`src/rtl/kb_query_arbiter.sv`:
```
// kb_query_arbiter
//
// Shares the single lookup port of the keyboard key-state memory between two clients:
//   - a CPU/MMIO point query (cpu_req/cpu_addr -> cpu_ack/cpu_pressed)
//   - an internal scan engine that walks [scan_lo, scan_hi] and reports the first pressed
//     code (scan_start -> scan_busy/scan_done/scan_hit/scan_code)
// Only this block drives the memory address.
//
// Ports:
//   clk, rst         clock; synchronous active-low reset
//   kb_addr          registered lookup address to the key-state memory
//   kb_is_pressed    key-state memory read data, sampled READ_LAT edges after kb_addr loads
//   cpu_req/addr     CPU query request (level, held until ack) and ASCII code
//   cpu_ack          one-cycle pulse, cpu_pressed valid
//   cpu_pressed      query result, held until the next ack
//   scan_start       one-cycle pulse, accepted only while idle (scan_busy == 0)
//   scan_lo/hi       inclusive scan range, sampled at an accepted start
//   scan_busy        scan in progress
//   scan_done        one-cycle pulse at the end of a scan
//   scan_hit/code    first pressed code found (code is 0 when there was no hit)
module kb_query_arbiter #(
  parameter int unsigned READ_LAT = 2
) (
  input  logic       clk,
  input  logic       rst,
  output logic [7:0] kb_addr,
  input  logic       kb_is_pressed,
  input  logic       cpu_req,
  input  logic [7:0] cpu_addr,
  output logic       cpu_ack,
  output logic       cpu_pressed,
  input  logic       scan_start,
  input  logic [7:0] scan_lo,
  input  logic [7:0] scan_hi,
  output logic       scan_busy,
  output logic       scan_done,
  output logic       scan_hit,
  output logic [7:0] scan_code
);

  localparam int unsigned CntW = (READ_LAT > 1) ? $clog2(READ_LAT) : 1;

  typedef enum logic {StIdle, StLookup} state_e;
  typedef enum logic {OwnCpu, OwnScan} owner_e;

  state_e            state_q, state_d;
  owner_e            owner_q, owner_d;
  owner_e            rr_last_q, rr_last_d;
  owner_e            grant;
  logic [CntW-1:0]   cnt_q, cnt_d;
  logic [7:0]        kb_addr_q, kb_addr_d;
  logic              cpu_ack_q, cpu_ack_d;
  logic              cpu_pressed_q, cpu_pressed_d;
  logic              scan_busy_q, scan_busy_d;
  logic              scan_done_q, scan_done_d;
  logic              scan_hit_q, scan_hit_d;
  logic [7:0]        scan_code_q, scan_code_d;
  logic [7:0]        scan_ptr_q, scan_ptr_d;
  logic [7:0]        scan_end_q, scan_end_d;
  logic              cpu_pend;
  logic              scan_pend;

  always_comb begin
    state_d       = state_q;
    owner_d       = owner_q;
    rr_last_d     = rr_last_q;
    cnt_d         = cnt_q;
    kb_addr_d     = kb_addr_q;
    cpu_ack_d     = 1'b0;
    cpu_pressed_d = cpu_pressed_q;
    scan_busy_d   = scan_busy_q;
    scan_done_d   = 1'b0;
    scan_hit_d    = scan_hit_q;
    scan_code_d   = scan_code_q;
    scan_ptr_d    = scan_ptr_q;
    scan_end_d    = scan_end_q;
    grant         = OwnCpu;
    // Masking with the ack pulse stops a still-high cpu_req from being granted twice.
    cpu_pend      = cpu_req & ~cpu_ack_q;
    scan_pend     = scan_busy_q;

    unique case (state_q)
      StIdle: begin
        if (cpu_pend || scan_pend) begin
          if (cpu_pend && scan_pend) begin
            grant = (rr_last_q == OwnCpu) ? OwnScan : OwnCpu;
          end else begin
            grant = cpu_pend ? OwnCpu : OwnScan;
          end
          kb_addr_d = (grant == OwnCpu) ? cpu_addr : scan_ptr_q;
          owner_d   = grant;
          rr_last_d = grant;
          cnt_d     = CntW'(READ_LAT - 1);
          state_d   = StLookup;
        end
      end
      StLookup: begin
        if (cnt_q == '0) begin
          state_d = StIdle;
          if (owner_q == OwnCpu) begin
            cpu_pressed_d = kb_is_pressed;
            cpu_ack_d     = 1'b1;
          end else if (kb_is_pressed) begin
            scan_code_d = scan_ptr_q;
            scan_hit_d  = 1'b1;
            scan_busy_d = 1'b0;
            scan_done_d = 1'b1;
          end else if (scan_ptr_q == scan_end_q) begin
            // Equality test before increment: a range ending at 8'hFF never wraps.
            scan_busy_d = 1'b0;
            scan_done_d = 1'b1;
          end else begin
            scan_ptr_d = scan_ptr_q + 8'd1;
          end
        end else begin
          cnt_d = cnt_q - CntW'(1);
        end
      end
    endcase

    // A scan owner can only be mid-lookup while busy, so this never collides with the
    // completion logic above.
    if (scan_start && !scan_busy_q) begin
      scan_ptr_d  = scan_lo;
      scan_end_d  = scan_hi;
      scan_hit_d  = 1'b0;
      scan_code_d = 8'h00;
      if (scan_lo > scan_hi) begin
        scan_done_d = 1'b1;
      end else begin
        scan_busy_d = 1'b1;
      end
    end
  end

  always_ff @(posedge clk) begin
    if (!rst) begin
      state_q       <= StIdle;
      owner_q       <= OwnCpu;
      rr_last_q     <= OwnScan;
      cnt_q         <= '0;
      kb_addr_q     <= 8'h00;
      cpu_ack_q     <= 1'b0;
      cpu_pressed_q <= 1'b0;
      scan_busy_q   <= 1'b0;
      scan_done_q   <= 1'b0;
      scan_hit_q    <= 1'b0;
      scan_code_q   <= 8'h00;
      scan_ptr_q    <= 8'h00;
      scan_end_q    <= 8'h00;
    end else begin
      state_q       <= state_d;
      owner_q       <= owner_d;
      rr_last_q     <= rr_last_d;
      cnt_q         <= cnt_d;
      kb_addr_q     <= kb_addr_d;
      cpu_ack_q     <= cpu_ack_d;
      cpu_pressed_q <= cpu_pressed_d;
      scan_busy_q   <= scan_busy_d;
      scan_done_q   <= scan_done_d;
      scan_hit_q    <= scan_hit_d;
      scan_code_q   <= scan_code_d;
      scan_ptr_q    <= scan_ptr_d;
      scan_end_q    <= scan_end_d;
    end
  end

  assign kb_addr     = kb_addr_q;
  assign cpu_ack     = cpu_ack_q;
  assign cpu_pressed = cpu_pressed_q;
  assign scan_busy   = scan_busy_q;
  assign scan_done   = scan_done_q;
  assign scan_hit    = scan_hit_q;
  assign scan_code   = scan_code_q;

endmodule
```
`config.mk`:
```
export PLATFORM = sky130hd
export DESIGN_NAME = kb_query_arbiter
export DESIGN_NICKNAME = d
export VERILOG_FILES = /design/src/rtl/kb_query_arbiter.sv
export SDC_FILE = /design/constraint.sdc
export NUM_CORES = 1
export LEC_CHECK = 0
export BUFFER_PORTS_ARGS = -buffer_cell sky130_fd_sc_hd__clkbuf_2
export CAP_MARGIN = 5
export CORE_ASPECT_RATIO = 0.9
export CORE_MARGIN = 4
export CORE_UTILIZATION = 45
export CTS_CLUSTER_SIZE = 25
export DETAILED_ROUTE_END_ITERATION = 7
export PLACE_DENSITY = 0.65
export SLEW_MARGIN = 20
export SYNTH_ARGS = -nofsm -noshare
export SYNTH_HDL_FRONTEND = slang
export SYNTH_SLANG_ARGS = --single-unit
```
`constraint.sdc`:
```
create_clock -name clk -period 2.2 [get_ports clk]
set_clock_uncertainty 0.1 [all_clocks]
set_input_delay 0.11 -clock clk [delete_from_list [all_inputs] [get_ports clk]]
set_output_delay 0.11 -clock clk [all_outputs]
set_load 0.005 [all_outputs]
```
==> out/qor.csv, run 1 <==
metric,value,unit
cts.sinks,41,
synth.ff_latch_count,41,
synth_top_cells_by_count,"dfxtp_1, nand2_1, a21oi_1",
tightestPinTransition,0.9742,ns
vias_per_cell,5.163,
finalHoldWorstSlack,0.02832,ns
post_cts_buffers,0,
root_buffer,clkbuf_8,
cp-end-kind,flip-flop,
critical_path_class,in -> reg,
ys_types,42,
grt_first_pass_wirelength,8342,um
overflow,0,
drive_above_1_share,0.2359,
ir_drop,0.3775,mV
critPathBufInv,3,
grt_use_total,0.1875,
relSlewSlack,0.3492,
finalWirelength,4970,um
cts_buffers,5,
chipWidth,78.51,um
crit_path_start_kind,input port,
grt_setup_unrepaired,no,
cts_tree,yes,
row_count,22,
grt_max_degree,22,
p_clk_frac,0.316,
crit_family,compound AO/OA/AOI/OAI gates,
syn-num-nets,277,
crit_slowest_cell,dlygate4sd3_1,
fmax,535.6,MHz
n_antenna_cell,0,
ys.warnings.count,0,
p_int,1.324,mW
fin_area,2545,um2
wl_per_cell,13.77,um
netSwitchingFraction,0.2829,
finalHoldViolCount,0,
crit_required,2.29,ns
finalSetupViolCount,0,
setup-tns-final,0,ns
die-area,5610,um2
synth_area,2013,um2
synth-async-reset-ratio,0,
portBuffers,49,
leakagePower,1.110,nW
status,"complete, no violations",
synth_flop_cell,dfxtp_1,
gp_congestion,0.8010,
min_period,1.867,ns
fin_crit_sh,0.8487,
maxCapViolCount,0,
powerDensity,725.5,nW/um2
syn_to_final_growth,26.41,%
cp_cell_sequence,dlygate4sd3_1 -> clkbuf_2 -> inv_1 -> ha_1 -> nor2b_1 -> o211ai_1 -> a21oi_1 -> o32a_1 -> a22o_1,
yosysSeqAreaShare,0.4077,
syn_avg_cell_area,8.423,um2
synth_edf_count,0,
sequentialPowerShare,0.471,
detail_route.drc_violations,0,
yosys.area.top_type,dfxtp_1,
pwr-share-comb,0.214,
grt_pass1_vias,1743,
crit_path_max_incr_delay,0.52,ns
slew_viol_final,0,
place_area,2351,um2
yosysMostFrequentCell,dfxtp_1,
start_util,0.4812,
drtIter0Drc,88,
clk_latency,0.29,ns
vias,1864,
antenna_found_initial,0,
io_pins,50,
die_h,71.46,um
h-tree-depth,2,
synthTopCellsByArea,"dfxtp_1, nand2_1, a21oi_1",
fin_nets,339,
core,4184,um2
ant_nets,0,
netlist_instances,239,
synth_top_area_frac,0.4077,
clk_pin_slew,0.08,ns
critPathMaxFanout,2,
dp_hpwl,3745,um
finalPower,1.846,mW
switching_power,0.5223,mW
arrival,1.95,ns
hold_path_class,in -> reg,
drtPass1Iterations,4,
cts_buffer_depth,2,
==> final cells by class <==
cell class              instances  area [um2]
repair buffers                 67       402.9
flip-flops and latches         41       820.8
inverters                      13       48.80
clock inverters                 2       35.03
clock buffers                   5       68.82
well taps                      60       75.07
multi-input cells             173        1094
fillers                       409        1639
==> cell usage in the layout, fill, tap and decap left out, drive strengths merged, types with 2 or more instances in the layout <==
cell         synthesis  layout
a21boi               2       2
ha                   9       9
nor3                 4       4
mux2i               10      10
inv                 12      12
a21oi               24      24
nor4                 2       2
and2                 2       2
clkinv               1       2
o211ai               4       4
dfxtp               41      41
clkbuf              10      54
o21ai                8       8
dlygate4sd3          0       9
and3                 2       2
buf                  2       9
nor2b                3       3
a211oi               9       9
nor2                21      21
nand4                7       7
nand3                2       2
nand2               37      37
xnor2                8       8
xor2                 4       4
==> logic make-up (layout without fill, tap and decap cells) <==
logic type	count (synthesis)	in the layout	synth area share
multiplexers	10	10	0.04972
AO/OA/AOI/OAI	56	56	0.1784
XOR/XNOR	12	12	0.05221
flip-flops	41	41	0.4077
adder cells (fa/ha/maj)	9	9	0.05594
buffers and inverters	25	87	0.04910
AND/OR/NAND/NOR	86	86	0.2070
==> layer usage <==
metal / track usage / wire length [um] / vias to the layer above
li1: - / - / 961
met1: 0.2594 / 2461 / 838
met2: 0.2865 / 2139 / 58
met3: 0.04523 / 320 / 7
met4: 0.06214 / 48 / 0
met5: 0 / 0 / -
==> sequential cells by signal (all words and copies together) (netlist names) <==
signal and flops:
scan_busy 1, scan_end_q 8, rr_last_q 1, cnt_q 1
scan_hit 1, cpu_ack 1, scan_code 8, kb_addr 8
scan_ptr_q 8, cpu_pressed 1, state_q 1, scan_done 1
owner_q 1
==> repair_timing <==
action,4_1_cts,5_1_grt
hold buffers,9,0
endpoints found under the hold margin,9,0
resized for setup,0,0
==> path summary, 6_finish.rpt <==
path / startpoint / end / slack (ns) / depth (start not counted)
max: scan_hi[1] / scan_done / 0.33 / 9
min: scan_lo[0] / scan_ptr_q[0] / 0.03 / 3
max reg2reg: owner_q / scan_ptr_q[6] / 0.41 / 5
min reg2reg: scan_code[4] / scan_code[4] / 0.36 / 2
==> power by group through the flow <==
stage | combinational [mW] | clock, mW | sequential (mW)
2_1_floorplan | 0.247 | 0 | 0.877
3_3_place_gp | 0.382 | 0 | 0.883
3_5_place_dp | 0.381 | 0 | 0.887
4_1_cts | 0.395 | 0.594 | 0.869
5_1_grt | 0.443 | 0.633 | 0.880
6_report | 0.394 | 0.583 | 0.869
==> worst min-delay path, stage by stage <==
cell and delay (ns):
clkbuf_2 0.09, o21ai_0 0.07, a21oi_1 0.10
==> stage by stage <==
| step | cells | worst slack (ns) | utilization |
|---|---|---|---|
| after floorplan | 239 | 0.5781 | - |
| after global placement | 345 | 0.4474 | 0.5619 |
| after detailed placement | 345 | 0.4550 | 0.5619 |
| after CTS | 361 | 0.3404 | 0.6083 |
| after global routing | 361 | 0.2302 | 0.6083 |
| final | 361 | 0.3328 | 0.6083 |
(Power assumes the default switching activity.)
==> run 2: changes to the inputs <==
==> constraint.sdc (replaced) <==
create_clock -name clk -period 1.75 [get_ports clk]
set_clock_uncertainty 0.1 [all_clocks]
set_input_delay 0.0875 -clock clk [delete_from_list [all_inputs] [get_ports clk]]
set_output_delay 0.0875 -clock clk [all_outputs]
set_load 0.005 [all_outputs]
==> run 2 against run 1 <==
Non-clock buffer count rose by 15; cell count grew 4.4%; wire length is 5.3% higher; design area grew 7.1%; sequential cell count is the same; via count grew 4.7%; utilization increased by 4.3 points; register-to-register slack got worse by 0.34 ns; die area is the same; count of clock-buffer cells in the layout stayed put; critical path depth is 1 lower.
==> out/qor.csv, run 2 (synthesis gave the netlist of run 1 again) <==
metric,value,unit
n_antenna_cell,0,
arrival,1.79,ns
path_depth,8,
start_util,0.4812,
cts_buffers,5,
hold_path_class,in -> reg,
maxCapViolCount,0,
critical_path_class,in -> reg,
crit_path_max_incr_delay,0.53,ns
grt_first_pass_wirelength,8493,um
fin_crit_sh,0.9781,
dp.cells,357,
vias_per_cell,5.175,
core,4184,um2
finalSetupViolCount,0,
drtPass1Iterations,4,
clk_pin_slew,0.08,ns
finalHoldWorstSlack,0.01724,ns
dp_hpwl,3924,um
status,"complete, no violations",
die-area,5610,um2
chipWidth,78.51,um
ir_drop,0.4517,mV
cts_tree,yes,
portBuffers,49,
root_buffer,clkbuf_8,
overflow,0,
grt_max_degree,19,
rr_worst_depth,5,
min-delay-start,cpu_addr[1],
leakagePower,1.208,nW
detail_route.drc_violations,0,
finalWirelength,5234,um
relSlewSlack,0.7148,
wl_per_cell,13.88,um
startpoint,scan_hi[5],
finalHoldViolCount,0,
final_common_cell,clkbuf_2,
vias,1951,
antenna_found_initial,0,
clk_latency,0.29,ns
drtIter0Drc,98,
min_period,1.712,ns
row_count,22,
fin_nets,354,
layout_common_cells,"clkbuf_2, dfxtp_1, nand2_1",
grt_pass1_vias,1818,
slew_viol_final,0,
h-tree-depth,2,
crit_path_start_kind,input port,
cp_cell_sequence,dlygate4sd3_1 -> clkbuf_2 -> inv_1 -> ha_4 -> a21oi_1 -> a21boi_0 -> o32a_1 -> a22o_1,
powerDensity,900.1,nW/um2
tightestPinTransition,0.4270,ns
gp_congestion,0.8131,
syn_to_final_growth,35.36,%
min_path_cells,3,
cp-end-kind,flip-flop,
r2r_end,scan_ptr_q[6],
crit_end,scan_done,
multi_input_comb_area,1136,um2
drive_above_1_share,0.2934,
regArea,827.0,um2
fmax,584.2,MHz
cts.sinks,41,
ant_nets,0,
critPathMaxFanout,2,
critPathBufInv,3,
crit_required,1.83,ns
fillerInstances,400,
die_h,71.46,um
stdcell_count,377,
grt_use_total,0.1901,
cts_buffer_depth,2,
crit_slowest_cell,dlygate4sd3_1,
r2r_start,owner_q,
crit_family,compound AO/OA/AOI/OAI gates,
io_pins,50,
r2r_slack,0.07,ns
run 2: cell types whose count changed in the layout (fill, tap and decap cells not counted), moves of 2 or more:
cell | before | now
buf_4 | 9 | 23
dfxtp_1 | 41 | 38
dfxtp_2 | 0 | 2
dlygate4sd3_1 | 9 | 11
ha_1 | 9 | 7
run 2: layer usage:
metal / track usage / vias to the layer above / routed length [um]
met5: 0 / - / 0
met4: 0.05243 / 0 / 55
met3: 0.04774 / 6 / 304
met2: 0.3054 / 57 / 2430
met1: 0.2543 / 892 / 2444
li1: - / 996 / -
run 2: repair_timing:
| action | in CTS | in global routing |
|---|---|---|
| endpoints found under the setup margin | 0 | 11 |
| hold endpoints to repair | 11 | 0 |
| gates resized for setup | 0 | 11 |
| hold buffers | 11 | 0 |
| setup buffers | 0 | 2 |
run 2: power by group:
part	total, mW	switching [mW]	internal, mW	leakage (nW)
combinational	0.600	0.309	0.291	0.816
clock	0.771	0.344	0.427	0.0543
sequential	1.08	0.0626	1.02	0.338
total	2.45	0.716	1.74	1.21
run 2: cell type report:
cell class	instances	share of cell area
clock buffer	5	0.02525
clock inverter	3	0.01699
inverter	13	0.01791
multi-input combinational	173	0.4169
sequential	41	0.3035
tap	60	0.02755
timing repair buffer	82	0.1919
run 2: worst register-to-register path, delay by kind of cell (launching register included):
kind,cells,cell delay (ns)
simple gates,3,0.90
flops,1,0.39
compound gates,2,0.21
run 2: how the worst min path moves through the flow:
stage                    endpoint  slack (ns)
global placement    scan_end_q[5]        0.23
detailed placement  scan_end_q[5]        0.23
global route           kb_addr[4]        0.03
CTS                 scan_ptr_q[1]       0.003
floorplan           scan_ptr_q[3]        0.12
finish                 kb_addr[1]        0.02
run 2: through the flow:
stage	cell area [um2]	setup TNS, ns	setup WS (ns)	total power [mW]	util
after detailed placement	2441	0	0.03738	1.642	0.5834
after CTS	2666	0	0.01704	2.429	0.6373
after global routing	2725	-0.01391	-0.01391	2.581	0.6513
after global placement	2441	0	0.06728	1.631	0.5834
final	2725	0	0.03837	2.453	0.6513
after floorplan	2013	0	0.1281	1.413	-
==> run 3: changes to the inputs <==
--- a/config.mk
+++ b/config.mk
@@ -5,11 +5,13 @@
 export SDC_FILE = /design/constraint.sdc
 export NUM_CORES = 1
 export LEC_CHECK = 0
+export ABC_AREA = 1
 export BUFFER_PORTS_ARGS = -buffer_cell sky130_fd_sc_hd__clkbuf_2
 export CAP_MARGIN = 5
 export CORE_ASPECT_RATIO = 0.9
 export CORE_MARGIN = 4
 export CORE_UTILIZATION = 45
+export CTS_BUF_LIST = sky130_fd_sc_hd__clkbuf_4 sky130_fd_sc_hd__clkbuf_8
 export CTS_CLUSTER_SIZE = 25
 export DETAILED_ROUTE_END_ITERATION = 7
 export PLACE_DENSITY = 0.65
@@ -17,3 +19,4 @@
 export SYNTH_ARGS = -nofsm -noshare
 export SYNTH_HDL_FRONTEND = slang
 export SYNTH_SLANG_ARGS = --single-unit
+export TNS_END_PERCENT = 1
==> run 3 against run 2 <==
Worst setup slack gained 0.13 ns; utilization shrank 5.9 points; design area shrank 3.0%; sequential share of layout area grew 0.71 points; non-clock buffer count shrank 14; register-to-register slack gained 0.09 ns; highest routed layer unchanged.
==> out/qor.csv, run 3 <==
metric,value,unit
status,"complete, no violations",
rr_worst_depth,10,
synth_flop_cell,dfxtp_1,
drtPass1Iterations,4,
n_antenna_cell,0,
path_common_cell,nand2_1,
dp_hpwl,3630,um
final_common_cell,nand2_1,
crit_end,scan_ptr_q[3],
synth_edf_count,0,
clk_latency,0.29,ns
wl_per_cell,11.77,um
overflow,0,
ys_types,26,
ant_nets,0,
synth_top_cells_by_count,"nand2_1, dfxtp_1, a21oi_1",
yosysSeqAreaShare,0.3926,
leakagePower,1.266,nW
r2r_slack,0.16,ns
crit_path_max_incr_delay,0.36,ns
maxCapViolCount,0,
drive_above_1_share,0.2071,
multi_input_comb_area,1099,um2
vias,2073,
vias_per_cell,4.832,
stdcell_count,429,
relSlewSlack,0.7172,
cp_cell_sequence,inv_2 -> nand2_1 -> nand2_1 -> nand2_1 -> nor2_1 -> nand2_2 -> nand3_4 -> nand3_1 -> nand2_1 -> nor2_1,
r2r_start,scan_ptr_q[5],
grt_pass1_vias,1890,
fin_crit_sh,0.9058,
crit_required,1.84,ns
critPathMaxFanout,8,
chipWidth,79.85,um
finalSetupViolCount,0,
sequentialPowerShare,0.487,
start_util,0.4687,
cp-end-kind,flip-flop,
tightestPinTransition,0.4215,ns
die_h,72.67,um
crit_slowest_cell,dfxtp_1,
syn-num-nets,339,
synth.ff_latch_count,41,
gp_congestion,0.7991,
synthTopCellsByArea,"dfxtp_1, nand2_1, a21oi_1",
slew_viol_final,0,
finalWirelength,5049,um
finalHoldViolCount,0,
cts.sinks,41,
critPathBufInv,1,
die-area,5802,um2
startpoint,scan_ptr_q[5],
cts_tree,yes,
yosysMostFrequentCell,nand2_1,
core,4461,um2
clk_pin_slew,0.07,ns
hold_path_class,in -> reg,
row_count,23,
pwr-share-comb,0.236,
synth_area,2091,um2
syn_to_final_growth,26.39,%
arrival,1.67,ns
synth_top_area_frac,0.3926,
fin_area,2643,um2
netlist_instances,301,
syn_avg_cell_area,6.946,um2
grt_use_total,0.1806,
cts_buffers,5,
dp.cells,405,
path_depth,10,
r2r_end,scan_ptr_q[3],
p_clk_frac,0.276,
root_buffer,clkbuf_8,
ir_drop,0.5349,mV
switching_power,0.6769,mW
io_pins,50,
ys.warnings.count,0,
cts_buffer_depth,2,
netSwitchingFraction,0.3069,
fin_nets,404,
crit_family,simple AND/OR/NAND/NOR gates,
regArea,820.8,um2
h-tree-depth,2,
detail_route.drc_violations,0,
yosys.area.top_type,dfxtp_1,
final.setup.worst_slack,0.1648,ns
portBuffers,49,
drtIter0Drc,80,
grt_max_degree,28,
finalPower,2.205,mW
layout_common_cells,"nand2_1, clkbuf_2, dfxtp_1",
crit_path_start_kind,flip-flop,
antenna_found_initial,0,
critical_path_class,reg -> reg,
dp_slack,0.02789,ns
synth-async-reset-ratio,0,
place_area,2395,um2
min_period,1.585,ns
fillerInstances,455,
powerDensity,834.6,nW/um2
grt_first_pass_wirelength,8245,um
fmax,630.8,MHz
p_int,1.529,mW
[run 3: changes by cell type in the layout (fill, tap and decap cells not counted), sizes merged, moves of 3 or more]
| cell | delta |
|---|---|
| nor2 | +9 |
| a21oi | +16 |
| xor2 | -3 |
| nand4 | -4 |
| xnor2 | -5 |
| buf | -15 |
| nor2b | -3 |
| nor3 | -3 |
| mux2i | -10 |
| nand3 | +17 |
| o21ai | +16 |
| nand2 | +39 |
| inv | +20 |
| o211ai | -4 |
[run 3: metrics by stage]
step                      hold slack, ns  setup TNS (ns)    util
final                           0.007516               0  0.5924
after global routing             0.04553      -0.0008428  0.5924
after CTS                       0.002635               0  0.5809
after detailed placement          0.2423               0  0.5369
after global placement            0.2390               0  0.5369
after floorplan                   0.1370               0       -
[run 3: logic make-up (layout without fill, tap and decap cells)]
| group | after synthesis | after routing | synth area share |
|---|---|---|---|
| DFF | 41 | 41 | 0.3926 |
| and+or+nand+nor | 128 | 129 | 0.2555 |
| adders and majority gates | 9 | 9 | 0.05386 |
| AOI/OAI and AO/OA | 74 | 74 | 0.1909 |
| xor gates and xnor gates | 4 | 4 | 0.01676 |
| buffers and inverters | 45 | 110 | 0.09036 |
[run 3: power groups by stage]
stage | Clock, mW | Combinational (mW) | Sequential (mW)
final | 0.609 | 0.521 | 1.07
after floorplan | 0 | 0.337 | 1.09
after detailed placement | 0 | 0.487 | 1.10
after CTS | 0.637 | 0.507 | 1.07
after global placement | 0 | 0.481 | 1.10
after global routing | 0.662 | 0.609 | 1.09
[run 3: worst min-delay path by stage]
stage / from / end / slack, ns / depth (start not counted)
detailed placement: scan_hi[7] / scan_end_q[7] / 0.24 / 3
floorplan: rst / scan_done / 0.14 / 2
global route: scan_hi[6] / scan_end_q[6] / 0.05 / 3
global placement: scan_hi[3] / scan_end_q[3] / 0.24 / 3
finish: scan_hi[0] / scan_end_q[0] / 0.008 / 3
CTS: scan_hi[0] / scan_end_q[0] / 0.003 / 3
[run 3: worst reg2reg max path: stages (launching register included)]
cell and delay, ns:
dfxtp_1 0.36, inv_2 0.15, nand2_1 0.07, nand2_1 0.06, nand2_1 0.05, nor2_1 0.21, nand2_2 0.15, nand3_4 0.13
nand3_1 0.09, nand2_1 0.07, nor2_1 0.04
[run 3: repair_timing]
item,4_1_cts,5_1_grt
hold buffers,11,0
gates resized for setup,0,2
endpoints found under the hold margin,11,0
setup buffers,0,4
endpoints found under the setup margin,0,10
[run 3: layer usage]
metal,share of wire,global-route usage
met1,0.45,0.2256
met2,0.49,0.3114
met3,0.048,0.03704
met4,0.016,0.06191
met5,0,0
[run 3: area by class of cell]
class | instances | share of cell area
Multi-Input combinational cell | 216 | 0.4157
Sequential cell | 41 | 0.3106
Timing Repair Buffer | 68 | 0.1619
Inverter | 34 | 0.04972
Tap cell | 62 | 0.02936
Clock buffer | 6 | 0.02888
Clock inverter | 2 | 0.003788
